[src/rtl/conv_row_scheduler.sv]
// conv_row_scheduler: walks KERNELxKERNEL windows over an IMG_SIZE map, driving the row buffer and window stream.
// Optional LB_TIMEOUT_EN macro adds a WAIT watchdog that pulses err after TIMEOUT_CYC cycles.
module conv_row_scheduler #(
  parameter int IMG_SIZE    = 28,
  parameter int KERNEL      = 3,
  parameter int ROW_W       = 5,
  parameter int TIMEOUT_CYC = 1024
) (
  input  logic             clk,
  input  logic             rst,
  input  logic             start,
  input  logic             abort,
  output logic             lb_start,
  output logic [ROW_W-1:0] lb_row,
  input  logic             lb_done,
  output logic             lb_shift_en,
  output logic             win_valid,
  input  logic             win_ready,
  output logic [ROW_W-1:0] win_row,
  output logic [ROW_W-1:0] win_col,
  output logic             busy,
  output logic             frame_done,
  output logic             err
);
  typedef enum logic [2:0] {IDLE, LOAD, WAIT, PRIME, WIN, NEXT, DONE} state_t;
  localparam logic [ROW_W-1:0] LAST = ROW_W'(IMG_SIZE - KERNEL);
  localparam int PW = $clog2(KERNEL + 1);
  localparam logic [PW-1:0] PLAST = PW'(KERNEL - 1);
  state_t st;
  logic [ROW_W-1:0] row, col;
  logic [PW-1:0] pcnt;
  logic tout;
`ifdef LB_TIMEOUT_EN
  localparam int TW = $clog2(TIMEOUT_CYC + 1);
  logic [TW-1:0] tcnt;
  assign tout = st == WAIT && !lb_done && tcnt == TW'(TIMEOUT_CYC - 1);
  // tcnt sits at zero outside WAIT, so it restarts on every WAIT entry
  always_ff @(posedge clk or negedge rst)
    if (!rst) begin
      tcnt <= '0;
      err  <= 1'b0;
    end else begin
      tcnt <= st == WAIT ? tcnt + 1'b1 : '0;
      err  <= tout && !abort;
    end
`else
  assign tout = 1'b0;
  assign err  = 1'b0;
`endif
  always_ff @(posedge clk or negedge rst)
    if (!rst) begin
      st   <= IDLE;
      row  <= '0;
      col  <= '0;
      pcnt <= '0;
    end else if (abort) begin
      st   <= IDLE;
      row  <= '0;
      col  <= '0;
      pcnt <= '0;
    end else begin
      case (st)
        IDLE: if (start) st <= LOAD;
        LOAD: st <= WAIT;
        WAIT:
          if (lb_done) begin
            st   <= PRIME;
            col  <= '0;
            pcnt <= '0;
          end else if (tout) begin
            st  <= IDLE;
            row <= '0;
            col <= '0;
          end
        PRIME: begin
          pcnt <= pcnt + 1'b1;
          if (pcnt == PLAST) begin
            st  <= WIN;
            col <= '0;
          end
        end
        WIN:
          if (win_ready) begin
            if (col == LAST) st <= NEXT;
            else col <= col + 1'b1;
          end
        NEXT:
          if (row == LAST) st <= DONE;
          else begin
            row <= row + 1'b1;
            st  <= LOAD;
          end
        DONE: begin
          st  <= IDLE;
          row <= '0;
          col <= '0;
        end
        default: st <= IDLE;
      endcase
    end
  assign lb_start    = st == LOAD;
  assign lb_row      = row;
  // stepping shifts ride the handshake combinationally; the last column of a row does not shift
  assign lb_shift_en = st == PRIME || (st == WIN && win_ready && col != LAST);
  assign win_valid   = st == WIN;
  assign win_row     = row;
  assign win_col     = col;
  assign busy        = st != IDLE;
  assign frame_done  = st == DONE;
endmodule

[config.mk]
export PLATFORM = sky130hd
export DESIGN_NAME = conv_row_scheduler
export DESIGN_NICKNAME = d
export VERILOG_FILES = /design/src/rtl/conv_row_scheduler.sv
export SDC_FILE = /design/constraint.sdc
export NUM_CORES = 1
export LEC_CHECK = 0
export CORE_ASPECT_RATIO = 1.5
export CORE_MARGIN = 3
export CORE_UTILIZATION = 45
export DETAILED_ROUTE_END_ITERATION = 16
export GPL_TIMING_DRIVEN = 0
export HOLD_SLACK_MARGIN = 0.08
export PLACE_DENSITY_LB_ADDON = 0.12
export SETUP_SLACK_MARGIN = 0.02
export SKIP_LAST_GASP = 1
export SYNTH_ARGS = -nofsm -noshare
export SYNTH_HDL_FRONTEND = slang
export SYNTH_SLANG_ARGS = --single-unit
[constraint.sdc]
create_clock -name clk -period 1.7 [get_ports clk]
set_input_delay 0.34 -clock clk [delete_from_list [all_inputs] [get_ports clk]]
set_output_delay 0.34 -clock clk [all_outputs]
set_load 0.02 [all_outputs]
== After elaboration in Yosys (flattened, before gate mapping) ==
Index checks and enable logic that the tools add are counted.

* Memory bits (writable): 0
* Word-level logic and storage cells: 56
* Register bits: 15
* Bits of input ports: 6
* Output and inout port bits: 21
* Bits in latches: 0
* Memories: 0
* Memory bits (read-only): 0

* Mux-type cells: 20
* Shifts and indexed selects: 0
* Multiply operators: 0
* Bitwise gates (word level): 0
* Eq/ne operators: 17
* Reductions and logical operators: 12
* Add/subtract/negate cells: 3
* Order comparisons: 0
* Div/mod/pow operators: 0

{| class="wikitable"
|+ Operators by type and width
! operator !! number
|-
| $mux W5 || 7
|-
| $mux W3 || 7
|-
| $pmux W5 S4 || 1
|-
| $pmux W3 S6 || 1
|-
| $ne A3 B3 Y1 const B || 5
|-
| $add A5 B1 Y5 const B || 2
|-
| $eq A5 B5 Y1 const B || 2
|-
| $pmux W5 S2 || 1
|-
| $reduce_and A5 Y1 || 2
|-
| $eq A3 B3 Y1 const B || 3
|-
| $reduce_bool A3 Y1 || 3
|-
| $eq A3 B2 Y1 const B || 2
|-
| $ne A3 B2 Y1 const B || 2
|-
| $ne A5 B5 Y1 const B || 1
|-
| $reduce_bool A5 Y1 || 1
|-
| $mux W2 || 2
|-
| $pmux W2 S2 || 1
|-
| $reduce_and A2 Y1 || 2
|-
| $eq A3 B1 Y1 const B || 1
|-
| $logic_not A3 Y1 || 1
|-
| $add A2 B1 Y2 const B || 1
|-
| $eq A2 B2 Y1 const B || 1
|-
| $logic_and A1 B1 Y1 || 2
|-
| $logic_or A1 B1 Y1 || 1
|}

== Depth between registers and ports, before layout ==
* Word-level depth: 5
* Mapped depth: 6
* Mapped depth without buffers: 6

== Worst setup path after synthesis ==
No wires, ideal clock.

* Path kind: register to output
* Start point: reg col[1] (netlist: win_col[1])
* End point: out lb_shift_en
* Arrival time: 1.464 ns
* Buffers on the path: 0
* Slack: -0.104 ns
* Required time: 1.360 ns
* Stages on the path, launching flop included: 6
* Cell sequence: dfrtp_1 -> inv_1 -> ha_1 -> nand4b_1 -> nand2_1 -> o21ai_0

* Longest elaborated chain between the ends: 3

{| class="wikitable"
|+ RTL lines
! item !! RTL line !! text
|-
| start: declaration || 30 || <nowiki>logic [ROW_W-1:0] row, col;</nowiki>
|-
| start signal: assignment || 85 || <nowiki>else col <= col + 1'b1;</nowiki>
|-
| $ne A5 B5 Y1 || 104 || <nowiki>assign lb_shift_en = st == PRIME || (st == WIN && win_ready && col != LAST);</nowiki>
|-
| $logic_and A1 B1 Y1 || 104 ||
|-
| $logic_or A1 B1 Y1 || 104 ||
|-
| end: declaration || 16 || <nowiki>output logic lb_shift_en,</nowiki>
|}

No other way between the ends.

== Worst setup path after layout ==
* Start point: reg st[2]
* End point: out lb_shift_en

* Longest elaborated chain between the ends: 4
* Elaborated cells on any way between the ends: 5
* Classes of those cells: eq/ne: 2; reduce/logical: 3

{| class="wikitable"
|+ RTL lines
! item !! RTL line !! text
|-
| start: declaration || 29 || <nowiki>state_t st;</nowiki>
|-
| start signal: assignment || 52 || <nowiki>st <= IDLE;</nowiki>
|-
| start signal: assignment || 57 || <nowiki>st <= IDLE;</nowiki>
|-
| start signal: assignment || 63 || <nowiki>IDLE: if (start) st <= LOAD;</nowiki>
|-
| $eq A3 B3 Y1 || 104 ||
|-
| $logic_and A1 B1 Y1 (2 in series) || 104 ||
|-
| $logic_or A1 B1 Y1 (*) || 104 ||
|}

Every way passes the cells marked *; elsewhere a longest branch is shown, timed or not.

==> results <==
- The checks that failed: negative setup slack.
- In this run the cell area of the synthesized design comes to 1040 um2.
- The number of maximum-capacitance violations is 0.
- Across all layers, the routed design uses 997 vias.
- The area enclosed by the die boundary is 2950 um2.
- The die width is 45.3 um.
- The most used standard cell by instance count after synthesis is nor2_1.
- The CTS buffer count is 3.
- The number of enable flip-flop cells after synthesis is 0.
- Counting along the longest clock path gives a buffer depth of 2.
- The area of the placeable core is 2130 um2.
- Routability-driven placement finished with a final weighted congestion of 0.807.
- The share of the synthesized area in the top cell type is 0.359.
- The flow ran to the end, but the final reports show violations.
- The flip-flop and latch count after synthesis is 15.
- The final cell utilization of the core is 0.712.
- Yosys attributes the largest share of cell area to dfrtp_1 36%, ha_1 6.0%, nor2_1 5.7%, nand3_1 4.8%, buf_4 4.3%.
- After clock tree synthesis, the clock-pin slew on the worst setup and hold paths is 0.09 ns.
- Counting instances in the post-synthesis netlist gives the leading cell types as 16 x nor2_1, 15 x dfrtp_1, 10 x inv_1, 10 x nand3_1, 7 x a21oi_1.
- The count of inserted antenna diode cells is 0.
- For this run, the post-layout net count is 174.
- In the final layout, the share of cells above drive strength 1 is 0.296.
- The number of max-slew violations in the final report is 0.
- The highest net fanout along the worst path is 6.
- Before CTS, the worst setup slack after placement is -0.377 ns.
- The number of different library cells in the post-synthesis netlist is 38.
- The final global-route overflow total is 0.
- The Yosys step of the flow raised 0 warnings.
- The final HPWL from detailed placement is ~1.7 mm.
- The worst-case IR drop observed on VDD is 0.465 mV.
- In the final routed layout, each cell accounts on average for 14.1 um.
- The least setup slack across all paths after layout is -0.0668 ns.
- The worst hold-check path type is input pin to flip-flop.
- The post-synthesis cell type with the largest combined area is dfrtp_1.
- For the pin with the worst max-slew slack, the measured transition is 0.692 ns.
- The final routed DRC violation total is 0.
- Setup violations remaining at the end of the flow were counted as 3.
- The count of buffers from port buffering is 24.
- The detail-routed via count per cell is 5.42.
- The required time at the endpoint of the critical path is 1.36 ns.
- For this configuration, the core starts out at a cell density of 0.491.
- The most common flop cell mapped by yosys is dfrtp_1.
- The final-layout setup total negative slack is -0.134 ns.
- The cell at the root of the clock tree is clkbuf_4.
- The share of async-settable or async-resettable flops after synthesis is 1.00.
- The kind of launch point of the worst setup path is a flip-flop.
- From bottom edge to top edge, the die measures 65.0 um.
- The number of antenna violations at the first check in global routing is 0.
- The number of DRC markers in iteration 0 is 19.
- In this run the tightest slew margin relative to its limit is 0.537.
- Synthesis produced a netlist with a net count of ~130.
- The number of global-route vias before repair came to 981.
- The proportion of synthesized chip area in sequential cells is 0.359.
- The number of detailed-route iterations in the first pass is 4.
- Synthesis produced a netlist whose cell count is between 100 and 150.
- The start-to-end type of the worst setup path is flip-flop to primary output.
- The analysis attributes to cell leakage a power of a little over 0.0008 uW.
- The maximum clock frequency is 566 MHz.
- The number of cell rows is 20.
- The number of sinks on the clock net is 15.
- Entering global routing, the biggest net connects 16 pins.
- The global-route wire length before repair is 4.35 mm.
- The mean area per synthesized cell is ~8.6 um2.
- CTS built an H-tree with a depth of 1.
- The type of destination of the critical path is a primary output.
- Setup repair after global routing could not meet its margin everywhere.
- The overall routed net length is 2.60 mm.
- The data arrival at the endpoint of the critical path is roughly 1.4 ns.
- Relative to the synthesized area, the layout overhead comes to 44.9%.
- 27 I/O pins were placed.
- The time the final worst path needs with I/O delays and setup is 1.77 ns.
- The clock tree from TritonCTS is built.
- The share of the clock period used by the worst path after layout is 1.04.
- The final count of hold timing violations was 0.
- Clock latency on the worst-skew pair, taken at its later pin, is 0.29 ns.
- The global routing usage summed across all routing layers is 0.198.
- The filler cell count is 171.
- The final setup skew is 0.00162 ns.
- For this design the ratio of total power to cell area is 509 nW/um2.
- Once detail routing completed, the nets flagged for antenna violations numbered 0.
==> routing by layer <==
metal | vias to the layer above | GRT usage | routed length [um] | part of all wire
li1 | 500 | - | - | -
met1 | 462 | 0.223 | 1040 | 0.40
met2 | 28 | 0.351 | 1380 | 0.53
met3 | 7 | 0.0194 | 108 | 0.042
met4 | 0 | 0.0952 | 63 | 0.024
met5 | - | 0 | 0 | 0
==> cells by family after synthesis <==
logic type / share of synthesized area
other: 0.00359
flip-flops: 0.359
XOR/XNOR: 0.0335
AND/OR/NAND/NOR: 0.272
buffers and inverters: 0.111
multiplexers: 0.0108
AO/OA/AOI/OAI: 0.150
adder cells (fa/ha/maj): 0.0599
==> path summary, 6_finish.rpt <==
| kind | cells after the start | slack (ns) | endpoint | startpoint |
|---|---|---|---|---|
| max in group asynchronous | 1 | 0.77 | st[1]$_DFFE_PN0P_ | rst |
| hold reg to reg | 2 | 0.53 | pcnt[1]$_DFFE_PN0P_ | pcnt[1]$_DFFE_PN0P_ |
| setup reg to reg | 5 | 0.05 | win_col[2]$_DFFE_PN0P_ | st[0]$_DFFE_PN0P_ |
| min in group asynchronous | 1 | 0.46 | win_col[4]$_DFFE_PN0P_ | rst |
| hold / removal | 2 | 0.24 | pcnt[0]$_DFFE_PN0P_ | abort |
| setup / recovery | 3 | -0.07 | lb_shift_en | st[2]$_DFFE_PN0P_ |
==> layout make-up <==
type,instances,area (um2),area share
Tap cell,22,27.5,0.0182
Buffer,11,110,0.0727
Clock inverter,1,5.00,0.00331
Multi-Input combinational cell,85,601,0.397
Sequential cell,15,378,0.250
Timing Repair Buffer,37,333,0.220
Clock buffer,3,22.5,0.0149
Inverter,10,37.5,0.0248
==> critical path, cell delays in order (launching register included) <==
cell	delay [ns]
dfrtp_2	0.45
or3b_4	0.42
o21ai_2	0.13
buf_6	0.13
==> state kept, by name, summed over array words and instances, names as in the netlist <==
| name | cells |
|---|---|
| pcnt | 2 |
| lb_row | 5 |
| win_col | 5 |
| st | 3 |
==> placed cells by master (no fill, tap or decap), types with 2 or more instances in the layout <==
cell	count
dlygate4sd2_1	10
dfrtp_2	2
nand2b_1	3
o211ai_1	3
dlymetal6s2s_1	4
o21ai_0	2
buf_4	18
clkbuf_4	3
buf_2	2
a21oi_1	6
nand3_1	10
dfrtp_1	13
ha_1	4
clkdlybuf4s50_1	5
nand4b_1	2
nand4_1	2
clkbuf_8	2
nor2_1	16
or3_4	2
buf_6	6
nor2b_1	3
inv_1	9
xor2_1	4
nand2_1	5
==> stage by stage <==
step	instance area, um2	total power (uW)	hold slack, ns	std cells
4_1_cts	1470	768	0.226	185
5_1_grt	1510	810	0.239	184
2_1_floorplan	1040	467	0.0444	121
6_report	1510	770	0.238	184
3_3_place_gp	1310	516	0.498	167
3_5_place_dp	1310	519	0.512	167
==> what timing repair did <==
action,CTS,global route
hold buffers,0,0
pin swaps,3,3
endpoints found under the setup margin,18,15
setup buffers,14,1
resized for setup,52,12
==> power breakdown <==
part / internal [uW] / switching (uW)
clock: 87.7 / 125
combinational: 89.6 / 95.0
sequential: 364 / 8.13
(Power assumes the default switching activity.)
